$ cat config.mk
export PLATFORM = sky130hd
export DESIGN_NAME = ppi_handshake_peer
export DESIGN_NICKNAME = d
export VERILOG_FILES = /design/src/rtl/ppi_handshake_peer.sv
export SDC_FILE = /design/constraint.sdc
export NUM_CORES = 1
export LEC_CHECK = 0
export CORE_AREA = 2 2 115 61
export CTS_CLUSTER_DIAMETER = 120
export DETAILED_ROUTE_END_ITERATION = 12
export DIE_AREA = 0 0 117 63
export GPL_TIMING_DRIVEN = 0
export PLACE_DENSITY = 0.78
export SYNTH_ARGS = -nofsm -noshare
export SYNTH_HDL_FRONTEND = slang
export SYNTH_SLANG_ARGS = --single-unit
$ cat constraint.sdc
create_clock -name clock -period 5.2 [get_ports clock]
set_input_delay 1.04 -clock clock [delete_from_list [all_inputs] [get_ports clock]]
set_output_delay 1.04 -clock clock [all_outputs]
set_load 0.1 [all_outputs]
$ cat src/rtl/ppi_handshake_peer.sv
// ppi_handshake_peer: local-side peer for an 8255-style PPI port pair in mode 1.
// The transmit side presents a byte on port_out and strobes it into the PPI input
// port (stb_n), then follows ibf until the PPI has taken it. The receive side
// acknowledges bytes from the PPI output port (ack_n) into a 4-entry FIFO.
//
// Ports:
//   clock, reset_n        single clock, asynchronous active-low reset
//   tx_data/tx_valid/tx_ready  byte from the local side (valid/ready)
//   port_out, stb_n       data and input strobe toward the PPI
//   ibf                   PPI input-buffer-full flag
//   port_in, obf_n        data and output-buffer-full flag from the PPI
//   ack_n                 acknowledge toward the PPI
//   rx_data/rx_valid/rx_ready  head of the receive FIFO (valid/ready)
module ppi_handshake_peer #(
    parameter int unsigned SETUP_CYCLES = 1,
    parameter int unsigned STB_WIDTH    = 2,
    parameter int unsigned ACK_WIDTH    = 2
) (
    input  logic       clock,
    input  logic       reset_n,
    input  logic [7:0] tx_data,
    input  logic       tx_valid,
    output logic       tx_ready,
    output logic [7:0] port_out,
    output logic       stb_n,
    input  logic       ibf,
    input  logic [7:0] port_in,
    input  logic       obf_n,
    output logic       ack_n,
    output logic [7:0] rx_data,
    output logic       rx_valid,
    input  logic       rx_ready
);
    localparam int unsigned DW    = 8;
    localparam int unsigned CW    = 4;
    localparam int unsigned DEPTH = 4;
    localparam int unsigned PW    = 2;
    localparam int unsigned NW    = 3;

    localparam logic [2:0] T_IDLE       = 3'd0;
    localparam logic [2:0] T_SETUP      = 3'd1;
    localparam logic [2:0] T_STROBE     = 3'd2;
    localparam logic [2:0] T_WAIT_FULL  = 3'd3;
    localparam logic [2:0] T_WAIT_EMPTY = 3'd4;

    localparam logic [1:0] R_IDLE         = 2'd0;
    localparam logic [1:0] R_ACK          = 2'd1;
    localparam logic [1:0] R_WAIT_RELEASE = 2'd2;

    localparam logic [CW-1:0] SETUP_LAST = CW'(SETUP_CYCLES - 1);
    localparam logic [CW-1:0] STB_LAST   = CW'(STB_WIDTH - 1);
    localparam logic [CW-1:0] ACK_LAST   = CW'(ACK_WIDTH - 1);
    localparam logic [NW-1:0] FIFO_FULL  = NW'(DEPTH);

    logic [2:0]    t_state_q, t_state_d;
    logic [CW-1:0] t_cnt_q, t_cnt_d;
    logic [DW-1:0] port_out_d;
    logic          tx_ready_d;
    logic          stb_n_d;

    logic [1:0]    r_state_q, r_state_d;
    logic [CW-1:0] r_cnt_q, r_cnt_d;
    logic          ack_n_d;
    logic          push;
    logic          pop;

    logic [DW-1:0] mem_q [DEPTH];
    logic [PW-1:0] wr_ptr_q, wr_ptr_d;
    logic [PW-1:0] rd_ptr_q, rd_ptr_d;
    logic [NW-1:0] count_q, count_d;
    logic [DW-1:0] rx_data_d;
    logic          rx_valid_d;

    // Transmit FSM next state; byte latched on the accepting handshake
    always_comb begin
        t_state_d  = t_state_q;
        t_cnt_d    = t_cnt_q;
        port_out_d = port_out;
        case (t_state_q)
            T_IDLE: begin
                if (tx_valid && tx_ready) begin
                    port_out_d = tx_data;
                    t_cnt_d    = '0;
                    t_state_d  = T_SETUP;
                end
            end
            T_SETUP: begin
                if (t_cnt_q == SETUP_LAST) begin
                    t_cnt_d   = '0;
                    t_state_d = T_STROBE;
                end else begin
                    t_cnt_d = t_cnt_q + CW'(1);
                end
            end
            T_STROBE: begin
                if (t_cnt_q == STB_LAST) begin
                    t_cnt_d   = '0;
                    t_state_d = T_WAIT_FULL;
                end else begin
                    t_cnt_d = t_cnt_q + CW'(1);
                end
            end
            T_WAIT_FULL: begin
                if (ibf) begin
                    t_state_d = T_WAIT_EMPTY;
                end
            end
            T_WAIT_EMPTY: begin
                if (!ibf) begin
                    t_state_d = T_IDLE;
                end
            end
            default: begin
                t_state_d = T_IDLE;
                t_cnt_d   = '0;
            end
        endcase
        // Outputs are registered copies of the next state's decode
        tx_ready_d = (t_state_d == T_IDLE);
        stb_n_d    = (t_state_d != T_STROBE);
    end

    // Receive FSM next state; only starts an ack when the FIFO has room
    always_comb begin
        r_state_d = r_state_q;
        r_cnt_d   = r_cnt_q;
        push      = 1'b0;
        case (r_state_q)
            R_IDLE: begin
                if (!obf_n && (count_q < FIFO_FULL)) begin
                    r_cnt_d   = '0;
                    r_state_d = R_ACK;
                end
            end
            R_ACK: begin
                if (r_cnt_q == ACK_LAST) begin
                    push      = 1'b1;
                    r_cnt_d   = '0;
                    r_state_d = R_WAIT_RELEASE;
                end else begin
                    r_cnt_d = r_cnt_q + CW'(1);
                end
            end
            R_WAIT_RELEASE: begin
                if (obf_n) begin
                    r_state_d = R_IDLE;
                end
            end
            default: begin
                r_state_d = R_IDLE;
                r_cnt_d   = '0;
            end
        endcase
        ack_n_d = (r_state_d != R_ACK);
    end

    // FIFO pointers/count; the registered head tracks a push into an empty FIFO
    always_comb begin
        pop      = rx_valid && rx_ready;
        wr_ptr_d = push ? (wr_ptr_q + PW'(1)) : wr_ptr_q;
        rd_ptr_d = pop  ? (rd_ptr_q + PW'(1)) : rd_ptr_q;
        count_d  = count_q;
        case ({push, pop})
            2'b10:   count_d = count_q + NW'(1);
            2'b01:   count_d = count_q - NW'(1);
            default: count_d = count_q;
        endcase
        rx_valid_d = (count_d != '0);
        if (push && (wr_ptr_q == rd_ptr_d)) begin
            rx_data_d = port_in;
        end else begin
            rx_data_d = mem_q[rd_ptr_d];
        end
    end

    // State and output registers
    always_ff @(posedge clock or negedge reset_n) begin
        if (!reset_n) begin
            t_state_q <= T_IDLE;
            t_cnt_q   <= '0;
            port_out  <= '0;
            tx_ready  <= 1'b0;
            stb_n     <= 1'b1;
            r_state_q <= R_IDLE;
            r_cnt_q   <= '0;
            ack_n     <= 1'b1;
            wr_ptr_q  <= '0;
            rd_ptr_q  <= '0;
            count_q   <= '0;
            rx_data   <= '0;
            rx_valid  <= 1'b0;
            for (int i = 0; i < int'(DEPTH); i++) begin
                mem_q[i] <= '0;
            end
        end else begin
            t_state_q <= t_state_d;
            t_cnt_q   <= t_cnt_d;
            port_out  <= port_out_d;
            tx_ready  <= tx_ready_d;
            stb_n     <= stb_n_d;
            r_state_q <= r_state_d;
            r_cnt_q   <= r_cnt_d;
            ack_n     <= ack_n_d;
            wr_ptr_q  <= wr_ptr_d;
            rd_ptr_q  <= rd_ptr_d;
            count_q   <= count_d;
            rx_data   <= rx_data_d;
            rx_valid  <= rx_valid_d;
            if (push) begin
                mem_q[wr_ptr_q] <= port_in;
            end
        end
    end

endmodule
### Word-level counts from Yosys, hierarchy flattened

Index checks and enable logic that the tools add are counted.

| word-level totals | value |
|---|---|
| register bits | 72 |
| input port bits | 22 |
| output and inout port bits | 20 |

| cells by class | value |
|---|---|
| $add $sub $neg | 6 |
| order comparisons | 4 |
| equal/unequal tests | 15 |
| multiplexer cells | 28 |
| bitwise logic cells | 4 |
| reductions and logical operators | 15 |

Operator list:

| cell | number |
|---|---|
| 32-bit bitwise mux | 1 |
| 8-bit 2-to-1 mux | 4 |
| 4-bit 2-to-1 mux | 5 |
| 8-bit binary-select mux with 2-bit select | 1 |
| 8-bit demux with 2-bit select | 1 |
| 4-bit case mux with 4 select lines | 1 |
| 3-bit 2-to-1 mux | 5 |
| 3-bit case mux with 5 select lines | 1 |
| 4-bit case mux with 3 select lines | 1 |
| 4-bit by 1-bit adder with 4-bit output, second input constant | 2 |
| 4-bit by 1-bit == test with 1-bit output, second input constant | 2 |
| 2-bit 2-to-1 mux | 4 |
| 3-bit by 2-bit == test with 1-bit output, second input constant | 2 |
| 3-bit greater-or-equal comparator, second input constant | 2 |
| 3-bit zero test | 2 |
| 2-bit NOT with 3-bit output | 2 |
| 2-bit case mux with 3 select lines | 1 |
| 3-bit case mux with 2 select lines | 1 |
| 2-bit AND reduction | 3 |
| 1-bit logical AND | 5 |
| 2-bit by 1-bit adder with 2-bit output, second input constant | 2 |
| 2-bit by 1-bit == test with 1-bit output, second input constant | 2 |
| 2-bit == test, second input constant | 2 |
| 4-bit zero test | 1 |
| other kinds (16) | 19 |

### Logic depth before layout (Yosys ltp)

| logic depth | value |
|---|---|
| depth after elaboration | 7 |
| mapped depth | 10 |

### Least setup slack after synthesis

No wires, ideal clock.

| timing path | value |
|---|---|
| kind | input -> register |
| start point | in rx_ready |
| end point | reg rx_valid |
| setup time | 0.126 ns |
| arrival time | 2.564 ns |
| required time | 5.074 ns |
| slack | 2.510 ns |
| cell stages on the path | 7 |
| path buffers | 0 |
| cell sequence | nand2_2 -> or2_2 -> inv_1 -> fa_1 -> xnor2_1 -> mux2_2 -> o32a_1 |

| between the ends | value |
|---|---|
| longest elaborated chain between the ends | 4 |

Ends and longest elaborated chain:

| what | RTL line | RTL |
|---|---|---|
| from (decl) | 32 | `input logic rx_ready` |
| 1-bit logical AND (*) | 159 | `pop = rx_valid && rx_ready;` |
| 2-bit by 1-bit == test with 1-bit output or 2-bit == test (tied branches) | 163 | `case ({push, pop})` |
| 3-bit case mux with 2 select lines (*) | 163 |  |
| 3-bit nonzero test (*) | 168 | `rx_valid_d = (count_d != '0);` |
| net rx_valid_d | 72 | `logic rx_valid_d;` |
| to (signal assigned) | 208 | `rx_valid <= rx_valid_d;` |
| to (decl) | 31 | `output logic rx_valid,` |

Mark *: on every way through the listed nets, which the timed path passes. The rest lies on a longest branch.
A chain may end at the register's enable or synchronous reset.

### Worst setup path in the final report

| timing path | value |
|---|---|
| start point | reg stb_n |
| end point | out stb_n |

RTL lines:

| what | RTL line | RTL |
|---|---|---|
| from (decl) | 25 | `output logic stb_n,` |
| from (signal assigned) | 200 | `stb_n <= stb_n_d;` |

No word-level cell between the ends.

==> flow_summary.yaml <==
synthesis:
  syn_nets: 294
  synth_seq_cells: 72
  async_flop_share_pct: 100
  synth_cell_type_count: 44
  synth-seq-area-share_pct: 52.9
  netlist_area_mm2: 0.00341
  synth_top_flop_cell: "dfrtp_1"
  syn_area_per_cell_um2: 13.1
  ys_warn_count: 0
  synth_edf_count: 0
  syn_inst: 261
global_route:
  busiest_layer: "met2"
  antenna_found_initial: 0
  grt_use_met3_pct: 7.57
  grt_pass1_vias: 2168
  grt.total_usage_pct: 19.6
  met1_usage_pct: 27.2
  grt_overflow_total: 0
  grt_max_degree: 73
  grt_first_pass_wirelength_um: 10700
  grt_use_met2_pct: 27.9
cells_and_area:
  final_nets: 346
  fill_cells: 522
  drive_above_1_share_pct: 27.0
  n_antenna_cell: 0
  fin_area_mm2: 0.00420
  area_delta_synth_final_pct: 23.2
critical_path:
  path_buf_inv: 1
  r2r_start: "r_cnt_q[1]"
  crit_required_ns: 4.16
  critPathLaunch: "stb_n"
  cp.arrival_ns: 1.97
  critPathKind: "register to output pin"
  max_stage_delay_ns: 1.12
  cp-start-kind: "register"
  critPathTopFamily: "buffers and inverters"
  cp-end-kind: "output pin"
  path_max_fanout: 1
  slowest_stage: "clkdlybuf4s50_1"
  crit_chain: "clkdlybuf4s50_1"
timing:
  setup_tns_ns: 0
  tightest_slew_ns: 0.983
  relSlewSlack_pct: 34.3
  finClkSkew_ns: 0.00544
  setup_ws_ns: 2.19
  drv_slew: 0
  setup_viol: 0
  timing.fmax_mhz: 332
  finalCriticalPeriod_ns: 3.01
  rsz0062_at_grt: "false"
  finalCritPeriodShare_pct: 57.9
  hold_violations: 0
routing:
  vias: 2083
  drtIter0Drc: 76
  firstDrtPassIters: 4
  route.detailed.drc: 0
  viasPerCell: 5.08
  wl_per_cell_um: 15.1
  wl_um: 6200
  ant_nets: 0
outcome:
  status: "finished, final reports clean"
clock_tree:
  htreeDepth: 3
  clockBufferDepth: 2
  holdBufCountCts: 0
  cts_made_buffers: 9
  cts_tree: "built"
  post-cts-setup-buffers: 0
  clockRootBuffer: "clkbuf_16"
  cts_resized: 0
  cts.sinks: 72
  clk_latency_ns: 0.33
  clk_transition_reported_paths_ns: 0.05
place:
  port_buffers: 41
  gp_congestion: 0.800
  pre_cts_ws_ns: 1.90
  dp_hpwl_um: 4340
  placed_cell_area_mm2: 0.00393
floorplan:
  core-area_mm2: 0.00644
  rows: 21
  ios: 42
  die_area_mm2: 0.00737
  chipWidth_um: 117
  initial_core_util_pct: 53.0
  die-height_um: 63
worst_hold_path:
  min_from: "mem_q[1]"
  hold_path_class: "register to register"
flow_run:
  drv_cap: 0
==> state kept, by name, summed over array words and instances (netlist names) <==
register / flops
ack_n: 1
count_q: 3
mem_q: 32
port_out: 8
r_cnt_q: 4
r_state_q: 2
rd_ptr_q: 2
rx_data: 8
rx_valid: 1
stb_n: 1
t_cnt_q: 4
t_state_q: 3
tx_ready: 1
wr_ptr_q: 2
==> worst paths after layout <==
kind	endpoint	slack [ns]	cells after the start
min	mem_q[1]	0.50	1
min in group asynchronous	mem_q[29]	0.82	1
min reg2reg	mem_q[1]	0.50	1
max reg2reg	rx_valid	2.38	10
max in group asynchronous	rx_data[4]	3.79	1
max	stb_n	2.19	1
==> stage by stage <==
step	util, %	cells	hold WS, ns
global route	65.2	410	0.511
global placement	61.1	394	0.477
detailed placement	61.1	394	0.493
floorplan	-	261	0.447
CTS	65.2	410	0.505
finish	65.2	410	0.501
==> cell usage in the layout (no fill, tap or decap), types with 8 or more instances in the layout <==
| cell | n |
|---|---|
| dfrtp_1 | 70 |
| ha_1 | 10 |
| clkdlybuf4s50_1 | 40 |
| nand2_1 | 13 |
| inv_1 | 11 |
| clkbuf_16 | 9 |
| nor2_1 | 8 |
| mux2_2 | 51 |
| o21ai_0 | 16 |
| mux2i_1 | 24 |
==> worst reg2reg max path: cells and delay by family, from the launching register on <==
| family | cells | cell delay, ns |
|---|---|---|
| AOI/OAI and AO/OA | 1 | 0.28 |
| xor gates and xnor gates | 1 | 0.19 |
| adders and majority gates | 2 | 0.54 |
| buffers and inverters | 2 | 0.11 |
| DFF | 1 | 0.40 |
| muxes | 1 | 0.37 |
| and+or+nand+nor | 3 | 0.81 |
==> cells by family after synthesis <==
group	count (synthesis)	synth area share [%]
buffers and inverters	17	2.24
AO/OA/AOI/OAI	27	5.06
XOR/XNOR	10	3.01
flip-flops	72	52.9
adder cells (fa/ha/maj)	11	4.26
multiplexers	76	24.6
AND/OR/NAND/NOR	48	7.96
==> cell type report <==
cell class	instances	area, um^2	share of cell area [%]
Inverter	11	41.3	0.983
Buffer	6	35.0	0.834
Sequential cell	72	1800	43.0
Tap cell	92	115	2.74
Clock inverter	3	17.5	0.417
Clock buffer	13	250	5.96
Multi-Input combinational cell	172	1530	36.4
Timing Repair Buffer	41	408	9.71
==> cell usage after synthesis, types with 2 or more instances <==
| cell type | instances | share of area (%) |
|---|---|---|
| a21oi_1 | 3 | 0.44 |
| and2_1 | 2 | 0.37 |
| clkbuf_1 | 3 | 0.33 |
| dfrtp_1 | 70 | 51 |
| dfstp_2 | 2 | 1.5 |
| ha_1 | 10 | 3.7 |
| inv_1 | 11 | 1.2 |
| mux2_2 | 51 | 17 |
| mux2i_1 | 24 | 7.0 |
| nand2_1 | 13 | 1.4 |
| nand2_2 | 4 | 0.73 |
| nand2b_1 | 2 | 0.37 |
| nand3_1 | 4 | 0.59 |
| nor2_1 | 8 | 0.88 |
| nor3_1 | 3 | 0.44 |
| o21ai_0 | 16 | 2.3 |
| xnor2_1 | 6 | 1.5 |
| xor2_1 | 2 | 0.51 |
| xor2_2 | 2 | 0.95 |
==> layer usage <==
layer	vias to the layer above	share of wire, %
met2	36	43
met5	-	0
met4	0	1.4
met1	1016	50
li1	1022	-
met3	9	5.2
Power is not shown: default switching activity piles up to over one toggle a cycle in this logic, so the estimate is an artifact.
